===== src/rtl/mem_arbiter.sv =====
// Round-robin arbiter sharing one single-port synchronous memory
// between the instruction-fetch port and the load/store port.
module mem_arbiter #(
    parameter int ADDR_W  = 32,
    parameter int DATA_W  = 32,
    parameter int LATENCY = 1
) (
    input  logic              clk,
    input  logic              rst,
    input  logic              i_req,
    input  logic [ADDR_W-1:0] i_addr,
    output logic              i_ack,
    output logic [DATA_W-1:0] i_rdata,
    input  logic              d_req,
    input  logic              d_we,
    input  logic [ADDR_W-1:0] d_addr,
    input  logic [DATA_W-1:0] d_wdata,
    output logic              d_ack,
    output logic [DATA_W-1:0] d_rdata,
    output logic              mem_en,
    output logic              mem_we,
    output logic [ADDR_W-1:0] mem_addr,
    output logic [DATA_W-1:0] mem_wdata,
    input  logic [DATA_W-1:0] mem_rdata,
    output logic              busy
);

    typedef enum logic [1:0] {IDLE, ISSUE, WAIT, ACK} state_t;

    localparam logic [3:0] CNT_INIT = 4'(LATENCY - 1);

    state_t            state_q, state_d;
    logic [3:0]        cnt_q, cnt_d;
    logic              last_q, last_d;
    logic              gnt_q, gnt_d;
    logic              i_ack_q, i_ack_d;
    logic              d_ack_q, d_ack_d;
    logic [DATA_W-1:0] i_rdata_q, i_rdata_d;
    logic [DATA_W-1:0] d_rdata_q, d_rdata_d;
    logic              mem_en_q, mem_en_d;
    logic              mem_we_q, mem_we_d;
    logic [ADDR_W-1:0] mem_addr_q, mem_addr_d;
    logic [DATA_W-1:0] mem_wdata_q, mem_wdata_d;
    logic              busy_q, busy_d;
    logic              pick_d;

    // last/gnt encoding: 0 = ifetch, 1 = data; a tie goes to the other port
    assign pick_d = (i_req && d_req) ? ~last_q : d_req;

    always_comb begin
        state_d     = state_q;
        cnt_d       = cnt_q;
        last_d      = last_q;
        gnt_d       = gnt_q;
        i_ack_d     = 1'b0;
        d_ack_d     = 1'b0;
        i_rdata_d   = i_rdata_q;
        d_rdata_d   = d_rdata_q;
        mem_en_d    = 1'b0;
        mem_we_d    = mem_we_q;
        mem_addr_d  = mem_addr_q;
        mem_wdata_d = mem_wdata_q;
        unique case (state_q)
            IDLE: begin
                if (i_req || d_req) begin
                    state_d    = ISSUE;
                    gnt_d      = pick_d;
                    last_d     = pick_d;
                    mem_en_d   = 1'b1;
                    mem_we_d   = pick_d & d_we;
                    mem_addr_d = pick_d ? d_addr : i_addr;
                    if (pick_d) mem_wdata_d = d_wdata;
                end
            end
            ISSUE: begin
                if (mem_we_q) begin
                    state_d = ACK;
                    d_ack_d = gnt_q;
                    i_ack_d = ~gnt_q;
                end else begin
                    state_d = WAIT;
                    cnt_d   = CNT_INIT;
                end
            end
            WAIT: begin
                if (cnt_q == 4'd0) begin
                    state_d = ACK;
                    if (gnt_q) begin
                        d_rdata_d = mem_rdata;
                        d_ack_d   = 1'b1;
                    end else begin
                        i_rdata_d = mem_rdata;
                        i_ack_d   = 1'b1;
                    end
                end else begin
                    cnt_d = cnt_q - 4'd1;
                end
            end
            ACK: state_d = IDLE;
            default: state_d = IDLE;
        endcase
        busy_d = (state_d != IDLE);
    end

    always_ff @(posedge clk or posedge rst) begin
        if (rst) begin
            state_q     <= IDLE;
            cnt_q       <= 4'd0;
            last_q      <= 1'b0;
            gnt_q       <= 1'b0;
            i_ack_q     <= 1'b0;
            d_ack_q     <= 1'b0;
            i_rdata_q   <= '0;
            d_rdata_q   <= '0;
            mem_en_q    <= 1'b0;
            mem_we_q    <= 1'b0;
            mem_addr_q  <= '0;
            mem_wdata_q <= '0;
            busy_q      <= 1'b0;
        end else begin
            state_q     <= state_d;
            cnt_q       <= cnt_d;
            last_q      <= last_d;
            gnt_q       <= gnt_d;
            i_ack_q     <= i_ack_d;
            d_ack_q     <= d_ack_d;
            i_rdata_q   <= i_rdata_d;
            d_rdata_q   <= d_rdata_d;
            mem_en_q    <= mem_en_d;
            mem_we_q    <= mem_we_d;
            mem_addr_q  <= mem_addr_d;
            mem_wdata_q <= mem_wdata_d;
            busy_q      <= busy_d;
        end
    end

    assign i_ack     = i_ack_q;
    assign d_ack     = d_ack_q;
    assign i_rdata   = i_rdata_q;
    assign d_rdata   = d_rdata_q;
    assign mem_en    = mem_en_q;
    assign mem_we    = mem_we_q;
    assign mem_addr  = mem_addr_q;
    assign mem_wdata = mem_wdata_q;
    assign busy      = busy_q;

endmodule

===== config.mk =====
export PLATFORM = sky130hd
export DESIGN_NAME = mem_arbiter
export DESIGN_NICKNAME = d
export VERILOG_FILES = /design/src/rtl/mem_arbiter.sv
export SDC_FILE = /design/constraint.sdc
export NUM_CORES = 1
export LEC_CHECK = 0
export ABC_AREA = 0
export CORE_MARGIN = 2
export CORE_UTILIZATION = 42
export DETAILED_ROUTE_END_ITERATION = 6
export PLACE_DENSITY = 0.81
export REMOVE_ABC_BUFFERS = 1
export SKIP_LAST_GASP = 1
export SLEW_MARGIN = 5
export SYNTH_ARGS = -nofsm -noshare
export SYNTH_HDL_FRONTEND = slang
export SYNTH_SLANG_ARGS = --single-unit

===== constraint.sdc =====
create_clock -name clk -period 5.1 [get_ports clk]
set_input_delay 1.02 -clock clk [delete_from_list [all_inputs] [get_ports clk]]
set_output_delay 1.02 -clock clk [all_outputs]
set_load 0.02 [all_outputs]

==> flow_summary_export.csv, run 1 <==
group,metric,value,unit
cts,post_cts_resized,0,
pwr,power_leakage,4.05,nW
min_path,hp-start,"mem_wdata[18]",
layout,fillCellCount,1039,
synthesis,synthArstFlopShare,100,%
cts,htreeDepth,4,
min_path,hold_depth,1,
global_route,grt_pass1_vias,4802,
placed_design,gp_congestion,0.794,
synthesis,ys_seq_area_share,59.7,%
routing,viasPerCell,4.97,
global_route,grt_max_degree,57,
setup_path,r2r_slack,2.30,ns
setup_path,start_kind,"primary input",
floorplan,die_x,122,um
global_route,antenna_found_initial,0,
setup_path,critical-path-top-delay-family,"simple AND/OR/NAND/NOR gates",
cts,cts_buffers,17,
synthesis,synth_cells,436,
setup_path,end_kind,"flop",
global_route,overflow,0,
run_status,status,"complete, no violations",
floorplan,initial_core_util,42.6,%
layout,final_area,9180,um^2
setup_path,crit_start,"d_req",
floorplan,ios,266,
timing,fmax,291,MHz
placed_design,portBuffers,265,
routing,drc,0,
cts,post-cts-setup-buffers,0,
timing,tightestPinTransition,1.07,ns
layout,num_antenna_cells,0,
setup_path,worst_path_largest_cell_delay,0.81,ns
floorplan,die_area,14900,um^2
timing,final-hold-violation-count,0,
setup_path,path_max_fanout,34,
layout,layout_common_cells,"265 x clkdlybuf4s50_1, 140 x dfrtp_1, 65 x a21oi_1, 59 x mux2_4",
cts,clockBufferDepth,2,
floorplan,die_h,122,um
layout,layout-drive-gt1-share,19.5,%
setup_path,slowest_stage,"nand2_2",
setup_path,r2r_start,"gnt_q",
floorplan,num_rows,43,
pwr,total_power,0.00643,W
min_path,hold_class,"reg2reg",
global_route,grt_usage,21.7,%
pwr,power.density,701,nW/um^2
setup_path,worstPathRequired,5.39,ns
min_path,hold_end,"mem_wdata[18]",
cts,cts_num_sinks,140,
synthesis,ys_warn_count,0,
synthesis,synthesis.area,5870,um^2
synthesis,synth-edff-count,0,
routing,vias,4442,
cts,clk_latency,0.42,ns
timing,post-route-min-period,3.44,ns
setup_path,cp.arrival,3.73,ns
cts,clk_pin_slew,0.06,ns
routing,ant_nets,0,
routing,drt_iter0_drc,215,
synthesis,postSynthAreaPerCell,13.5,um^2
setup_path,r2r-end,"mem_wdata[27]",
timing,final-max-slew-violation-count,0,
cts,cts_root_buf,"clkbuf_16",
floorplan,fp.coreArea,13800,um^2
synthesis,ys_types,34,
placed_design,hpwlAfterDp,11300,um
layout,final_common_cell,"clkdlybuf4s50_1",
timing,setup_violations,0,
timing,tns,0,ns
layout,synthToLayoutAreaGrowth,56.3,%
cts,cts_tree,"yes",
synthesis,synth-seq-cells,140,
synthesis,synth_flop_cell,"dfrtp_1",
timing,max_slew_margin,28.5,%
routing,dr.pass1.iters,4,
cts,ctsHoldBuffers,0,
job,drv_cap,0,
placed_design,place_area,8620,um^2
setup_path,crit_chain,"clkdlybuf4s50_1 -> a21boi_4 -> nand2_2 -> mux2_4",
global_route,grt_pass1_wl,24600,um
timing,rsz0062_at_grt,"false",
setup_path,crit_type,"in2reg",
setup_path,r2r_cells,3,
layout,layout.nets,838,
pwr,vdd_drop_max,0.337,mV
routing,wire_per_inst,17.7,um
setup_path,crit_buf_inv,1,
timing,clock_skew,0.00902,ns
routing,routed_wl,15800,um
timing,period_share,67.4,%
[final cells by class]
| class | instances | area [um^2] | area share [%] |
|---|---|---|---|
| inverter | 8 | 35.0 | 0.382 |
| sequential | 140 | 3500 | 38.2 |
| clock buffer | 18 | 439 | 4.78 |
| clock inverter | 14 | 121 | 1.32 |
| timing repair buffer | 268 | 2680 | 29.1 |
| tap | 180 | 225 | 2.45 |
| multi-input combinational | 266 | 2180 | 23.7 |
[cell usage after synthesis, drive strengths merged, types with 3 or more instances]
master	count	area share (%)
nand2	39	2.7
clkbuf	10	0.64
buf	12	2.1
o21ai	4	0.40
ha	4	0.85
mux2	96	22
dfrtp	140	60
inv	8	0.51
a21oi	65	5.5
nor2b	3	0.32
nor2	35	2.4
nor3	5	0.43
[cells by family (layout without fill, tap and decap cells)]
group / Yosys count / in the layout / synth area share [%]
mux: 97 / 97 / 22.4
flops: 140 / 140 / 59.7
fa+ha+maj: 4 / 4 / 0.852
compound gates: 76 / 76 / 7.07
buf+inv: 30 / 308 / 3.22
simple gates: 89 / 89 / 6.84
[worst register-to-register path: stages, from the launching register on]
cell and delay, ns:
dfrtp_1 0.53, a21boi_4 0.79, nand2_2 0.82, mux2_4 0.56
[worst max path at each step]
stage | to | cells after the start | slack, ns
2_1_floorplan | busy | 1 | 0.33
3_3_place_gp | mem_wdata[11] | 4 | 1.34
3_5_place_dp | mem_wdata[7] | 4 | 1.21
4_1_cts | mem_wdata[27] | 4 | 1.64
5_1_grt | mem_wdata[0] | 4 | 1.49
6_report | mem_wdata[27] | 4 | 1.66
[layer usage]
layer / wire, um / global-route usage (%) / vias to the layer above
met5: 0 / 0 / -
met4: 364 / 8.76 / 0
met3: 1330 / 7.81 / 27
met1: 5970 / 24.5 / 2160
met2: 8160 / 37.3 / 222
li1: - / - / 2033
[power breakdown]
group	switching [W]	internal, W	total (W)
combinational	0.00153	0.00172	0.00325
clock	0.000479	0.000683	0.00116
sequential	0.000343	0.00168	0.00203
[flip-flops by register name (all words and copies together) (netlist names)]
signal and count:
d_ack 1, gnt_q 1, cnt_q 4, mem_we 1, busy 1, mem_en 1, i_ack 1, mem_addr 32
i_rdata 32, mem_wdata 32, d_rdata 32, state_q 2
[per-stage QoR]
stage                     utilization [%]  setup WS [ns]  cells  hold WS (ns)
after floorplan                         -          0.327    414         0.473
after global placement               62.6           1.34    862         0.488
after detailed placement             62.6           1.21    862         0.491
after CTS                            66.6           1.64    894         0.507
after global routing                 66.6           1.49    894         0.514
final                                66.6           1.66    894         0.503
No activity file was read; power rests on OpenSTA's default activity.
==> run 2, diff against run 1 <==
CORE_UTILIZATION = 38   (was 42)
PLACE_DENSITY = 0.77   (was 0.81)
clock period = 2.8 ns   (was 5.1 ns; I/O delays follow)
==> run 2 against run 1 <==
Clock skew is 0.0025 ns lower; design area grew 1.6%; global-route usage is 2.1 points lower; sequential power increased by 83%; largest power group unchanged; highest routed layer is now met5.
==> flow_summary_export.csv, run 2 (same netlist as run 1, synthesis figures left out) <==
group,metric,value,unit
min_path,hold_class,"reg2reg",
global_route,grt_max_degree,59,
setup_path,crit_start,"state_q[0]",
routing,drc,0,
cts,htreeDepth,4,
timing,timing.final.ws_setup,0.725,ns
cts,post-cts-setup-buffers,0,
timing,post-route-min-period,2.08,ns
floorplan,die_area,16500,um^2
layout,final_common_cell,"clkdlybuf4s50_1",
setup_path,crit_chain,"inv_1 -> ha_1 -> and4bb_4 -> nand2_4 -> mux2_2",
global_route,grt_pass1_wl,24900,um
routing,drt_iter0_drc,154,
layout,synthToLayoutAreaGrowth,58.8,%
timing,fmax,482,MHz
timing,rsz0062_at_grt,"false",
global_route,antenna_found_initial,0,
timing,max_slew_margin,55.8,%
layout,layout.nets,842,
layout,fin_util,61.6,%
setup_path,end_kind,"flop",
setup_path,path_max_fanout,32,
setup_path,crit_buf_inv,1,
setup_path,r2r-end,"d_rdata[31]",
global_route,overflow,0,
floorplan,ios,266,
setup_path,endpoint,"d_rdata[31]",
global_route,grt_pass1_vias,4822,
setup_path,critical-path-top-delay-family,"simple AND/OR/NAND/NOR gates",
pwr,power_leakage,4.11,nW
floorplan,die_h,128,um
cts,cts_buffers,17,
pwr,power.density,1280,nW/um^2
layout,layout_common_cells,"265 x clkdlybuf4s50_1, 140 x dfrtp_1, 65 x a21oi_1, 59 x mux2_4",
floorplan,num_rows,45,
placed_design,hpwlAfterDp,11300,um
setup_path,r2r_slack,0.72,ns
setup_path,worstPathRequired,3.10,ns
run_status,status,"complete, no violations",
cts,cts_root_buf,"clkbuf_16",
timing,setup_violations,0,
placed_design,gp_congestion,0.772,
timing,tns,0,ns
setup_path,r2r_start,"state_q[0]",
timing,tightestPinTransition,0.663,ns
cts,clk_latency,0.41,ns
cts,cts_num_sinks,140,
timing,clock_skew,0.00652,ns
setup_path,slowest_stage,"nand2_4",
cts,cts_tree,"yes",
placed_design,post-place-ws,0.622,ns
setup_path,crit_type,"reg2reg",
floorplan,die_x,128,um
routing,wire_per_inst,17.3,um
setup_path,cp_num_cells,5,
floorplan,initial_core_util,38.8,%
timing,final-max-slew-violation-count,0,
global_route,grt_usage,19.6,%
layout,layout-drive-gt1-share,19.8,%
cts,post_cts_resized,0,
cts,ctsHoldBuffers,0,
cts,clk_pin_slew,0.06,ns
routing,ant_nets,0,
setup_path,worst_path_largest_cell_delay,0.46,ns
setup_path,cp.arrival,2.38,ns
routing,vias,4446,
routing,routed_wl,15700,um
setup_path,r2r_cells,5,
routing,dr.pass1.iters,4,
setup_path,start_kind,"flop",
placed_design,portBuffers,265,
cts,clockBufferDepth,2,
floorplan,fp.coreArea,15100,um^2
job,drv_cap,0,
timing,final-hold-violation-count,0,
pwr,vdd_drop_max,0.753,mV
layout,num_antenna_cells,0,
routing,viasPerCell,4.91,
timing,period_share,74.1,%
-- run 2: worst register-to-register path: stages (launching register included) --
cell	delay (ns)
dfrtp_1	0.40
inv_1	0.08
ha_1	0.30
and4bb_4	0.27
nand2_4	0.46
mux2_2	0.45
-- run 2: metal layers --
layer / wire [um] / vias to the layer above / share of wire, % / GRT usage [%]
met5: 6 / - / 0.038 / 0
met4: 196 / 2 / 1.2 / 5.69
met3: 1490 / 14 / 9.5 / 8.39
met2: 7810 / 220 / 50 / 33.5
met1: 6200 / 2161 / 39 / 22.4
li1: - / 2049 / - / -
-- run 2: power breakdown --
part           switching (W)  internal [W]
registers           0.000642       0.00307
logic                0.00276       0.00316
clock network       0.000905       0.00142
-- run 2: worst min path at each step --
stage | from | cells after the start | to
after floorplan | cnt_q[0] | 1 | cnt_q[0]
final | cnt_q[0] | 1 | cnt_q[0]
after CTS | cnt_q[0] | 1 | cnt_q[0]
after global placement | cnt_q[0] | 1 | cnt_q[0]
after detailed placement | d_rdata[13] | 1 | d_rdata[13]
after global routing | d_rdata[15] | 1 | d_rdata[15]
-- run 2: cell type report --
cell class / count / area, um^2
Timing Repair Buffer: 272 / 2760
Inverter: 8 / 35.0
Clock inverter: 14 / 185
Sequential cell: 140 / 3500
Fill cell: 1132 / 5820
Multi-Input combinational cell: 266 / 2180
Clock buffer: 18 / 429
Tap cell: 188 / 235
-- run 2: through the flow --
stage | hold slack (ns) | total power, W | instances | instance area (um^2)
2_1_floorplan | 0.473 | 0.00686 | 414 | 5710
3_3_place_gp | 0.487 | 0.00948 | 874 | 8710
3_5_place_dp | 0.494 | 0.00968 | 874 | 8710
4_1_cts | 0.503 | 0.0121 | 906 | 9320
5_1_grt | 0.526 | 0.0126 | 906 | 9320
6_report | 0.497 | 0.0120 | 906 | 9320
==> run 3, diff against run 2 <==
CORE_UTILIZATION = 42   (was 38)
PLACE_DENSITY = 0.81   (was 0.77)
clock period = 2.05 ns   (was 2.8 ns; I/O delays follow)
==> run 3 against run 2 <==
Clock power up 32%; sequential power increased by 36%; largest power group unchanged; clock skew increased by 0.0024 ns; first-iteration DRC count down 7.1%; worst hold slack worse by 0.16 ns; register-to-register slack worse by 0.60 ns; non-clock buffer count is 4 higher; global-route usage is 1.9 points higher; critical path depth increased by 1; routed wire length increased by 0.30%; sequential share of layout area down 0.17 points; maximum frequency increased by 7.9%.
==> flow_summary_export.csv, run 3 (same netlist as run 1, synthesis figures left out) <==
group,metric,value,unit
run_status,status,"complete, no violations",
cts,clockBufferDepth,2,
cts,cts_root_buf,"clkbuf_16",
setup_path,r2r-end,"d_rdata[25]",
setup_path,path_max_fanout,15,
pwr,p_sw,0.00582,W
setup_path,r2r_cells,6,
timing,final-hold-violation-count,0,
layout,layout-drive-gt1-share,20.4,%
layout,layout.nets,846,
global_route,grt_max_degree,51,
layout,multi_input_area,2180,um^2
cts,cts_num_sinks,140,
layout,final_area,9360,um^2
layout,synthToLayoutAreaGrowth,59.5,%
pwr,power_frac_seq,31.0,%
setup_path,r2r_slack,0.13,ns
setup_path,slowest_stage,"dfrtp_1",
setup_path,worst_path_largest_cell_delay,0.40,ns
global_route,grt_pass1_vias,4783,
global_route,grt_usage,21.5,%
cts,clk_pin_slew,0.06,ns
timing,final-max-slew-violation-count,0,
routing,ant_nets,0,
global_route,overflow,0,
timing,clock_skew,0.00894,ns
setup_path,start_kind,"flop",
pwr,vdd_drop_max,0.797,mV
setup_path,cp.arrival,2.21,ns
floorplan,initial_core_util,42.6,%
setup_path,critical-path-top-delay-family,"simple AND/OR/NAND/NOR gates",
timing,max_slew_margin,57.1,%
timing,fmax,520,MHz
global_route,antenna_found_initial,0,
floorplan,die_x,122,um
pwr,power_leakage,4.13,nW
placed_design,gp_congestion,0.833,
setup_path,crit_chain,"inv_1 -> ha_1 -> and4bb_4 -> nand2_4 -> buf_12 -> mux2_4",
floorplan,fp.coreArea,13800,um^2
setup_path,end_kind,"flop",
timing,period_share,93.8,%
setup_path,crit_start,"state_q[0]",
floorplan,die_h,122,um
floorplan,ios,266,
layout,final_common_cell,"clkdlybuf4s50_1",
placed_design,portBuffers,265,
cts,cts_tree,"yes",
timing,setup_violations,0,
routing,drc,0,
layout,seqCellArea,3500,um^2
min_path,hold_class,"in2async",
job,drv_cap,0,
routing,wire_per_inst,17.5,um
routing,viasPerCell,4.95,
cts,post-cts-setup-buffers,0,
floorplan,num_rows,43,
layout,num_antenna_cells,0,
pwr,clock_power_share,18.9,%
timing,whs,0.339,ns
placed_design,place_area,8770,um^2
pwr,power.density,1740,nW/um^2
setup_path,crit_buf_inv,2,
cts,ctsHoldBuffers,0,
pwr,p_comb_share,50.0,%
routing,vias,4464,
cts,htreeDepth,4,
setup_path,worstPathRequired,2.34,ns
setup_path,endpoint,"d_rdata[25]",
pwr,switching_share,35.8,%
timing,post-route-min-period,1.92,ns
routing,drt_iter0_drc,143,
cts,post_cts_resized,0,
routing,routed_wl,15700,um
timing,tightestPinTransition,0.643,ns
cts,cts_buffers,17,
floorplan,die_area,14900,um^2
timing,rsz0062_at_grt,"false",
routing,dr.pass1.iters,4,
layout,fillCellCount,982,
layout,layout_common_cells,"265 x clkdlybuf4s50_1, 140 x dfrtp_1, 65 x a21oi_1, 59 x mux2_4",
setup_path,r2r_start,"state_q[0]",
cts,clk_latency,0.41,ns
timing,tns,0,ns
placed_design,hpwlAfterDp,11400,um
pwr,internal_power,0.0104,W
setup_path,cp_num_cells,6,
global_route,grt_pass1_wl,24600,um
setup_path,crit_type,"reg2reg",
==> run 3: cell count changes in the layout (fill, tap and decap cells not counted) <==
cell | before | now
inv_6 | 5 | 2
inv_8 | 1 | 0
clkinv_4 | 3 | 1
buf_12 | 4 | 7
clkinv_2 | 0 | 4
clkinvlp_4 | 3 | 6
buf_4 | 3 | 4
clkbuf_1 | 1 | 0
==> run 3: metal layers <==
layer,up-vias,routed length [um],track usage [%]
li1,2057,-,-
met1,2182,5930,24.7
met2,196,8070,36.4
met3,29,1360,7.53
met4,0,381,8.91
met5,-,0,0
==> run 3: power groups by stage <==
stage	logic [W]	registers, W	clock network (W)
2_1_floorplan	0.00278	0.00660	0
3_3_place_gp	0.00799	0.00499	0
3_5_place_dp	0.00816	0.00506	0
4_1_cts	0.00821	0.00506	0.00316
5_1_grt	0.00865	0.00523	0.00328
6_report	0.00814	0.00505	0.00308
==> run 3: cell type report <==
class	instances	area share, %
timing repair buffer	276	30.1
clock buffer	17	4.54
sequential	140	37.4
tap	180	2.41
inverter	8	0.374
clock inverter	15	1.84
multi-input combinational	266	23.3
==> run 3: worst min path at each step <==
stage / start / end / depth (start not counted)
global placement: cnt_q[0] / cnt_q[0] / 1
global route: rst / i_rdata[31] / 2
floorplan: cnt_q[0] / cnt_q[0] / 1
detailed placement: i_rdata[21] / i_rdata[21] / 1
CTS: rst / i_rdata[31] / 2
finish: rst / i_rdata[31] / 2
==> run 3: stage by stage <==
step | instances | util, % | total power (W) | setup WS, ns
4_1_cts | 902 | 68.0 | 0.0164 | 0.118
6_report | 902 | 68.0 | 0.0163 | 0.127
2_1_floorplan | 414 | - | 0.00937 | -2.11
3_3_place_gp | 870 | 63.6 | 0.0130 | 0.142
3_5_place_dp | 870 | 63.6 | 0.0132 | 0.0506
5_1_grt | 902 | 68.0 | 0.0172 | 0.0460
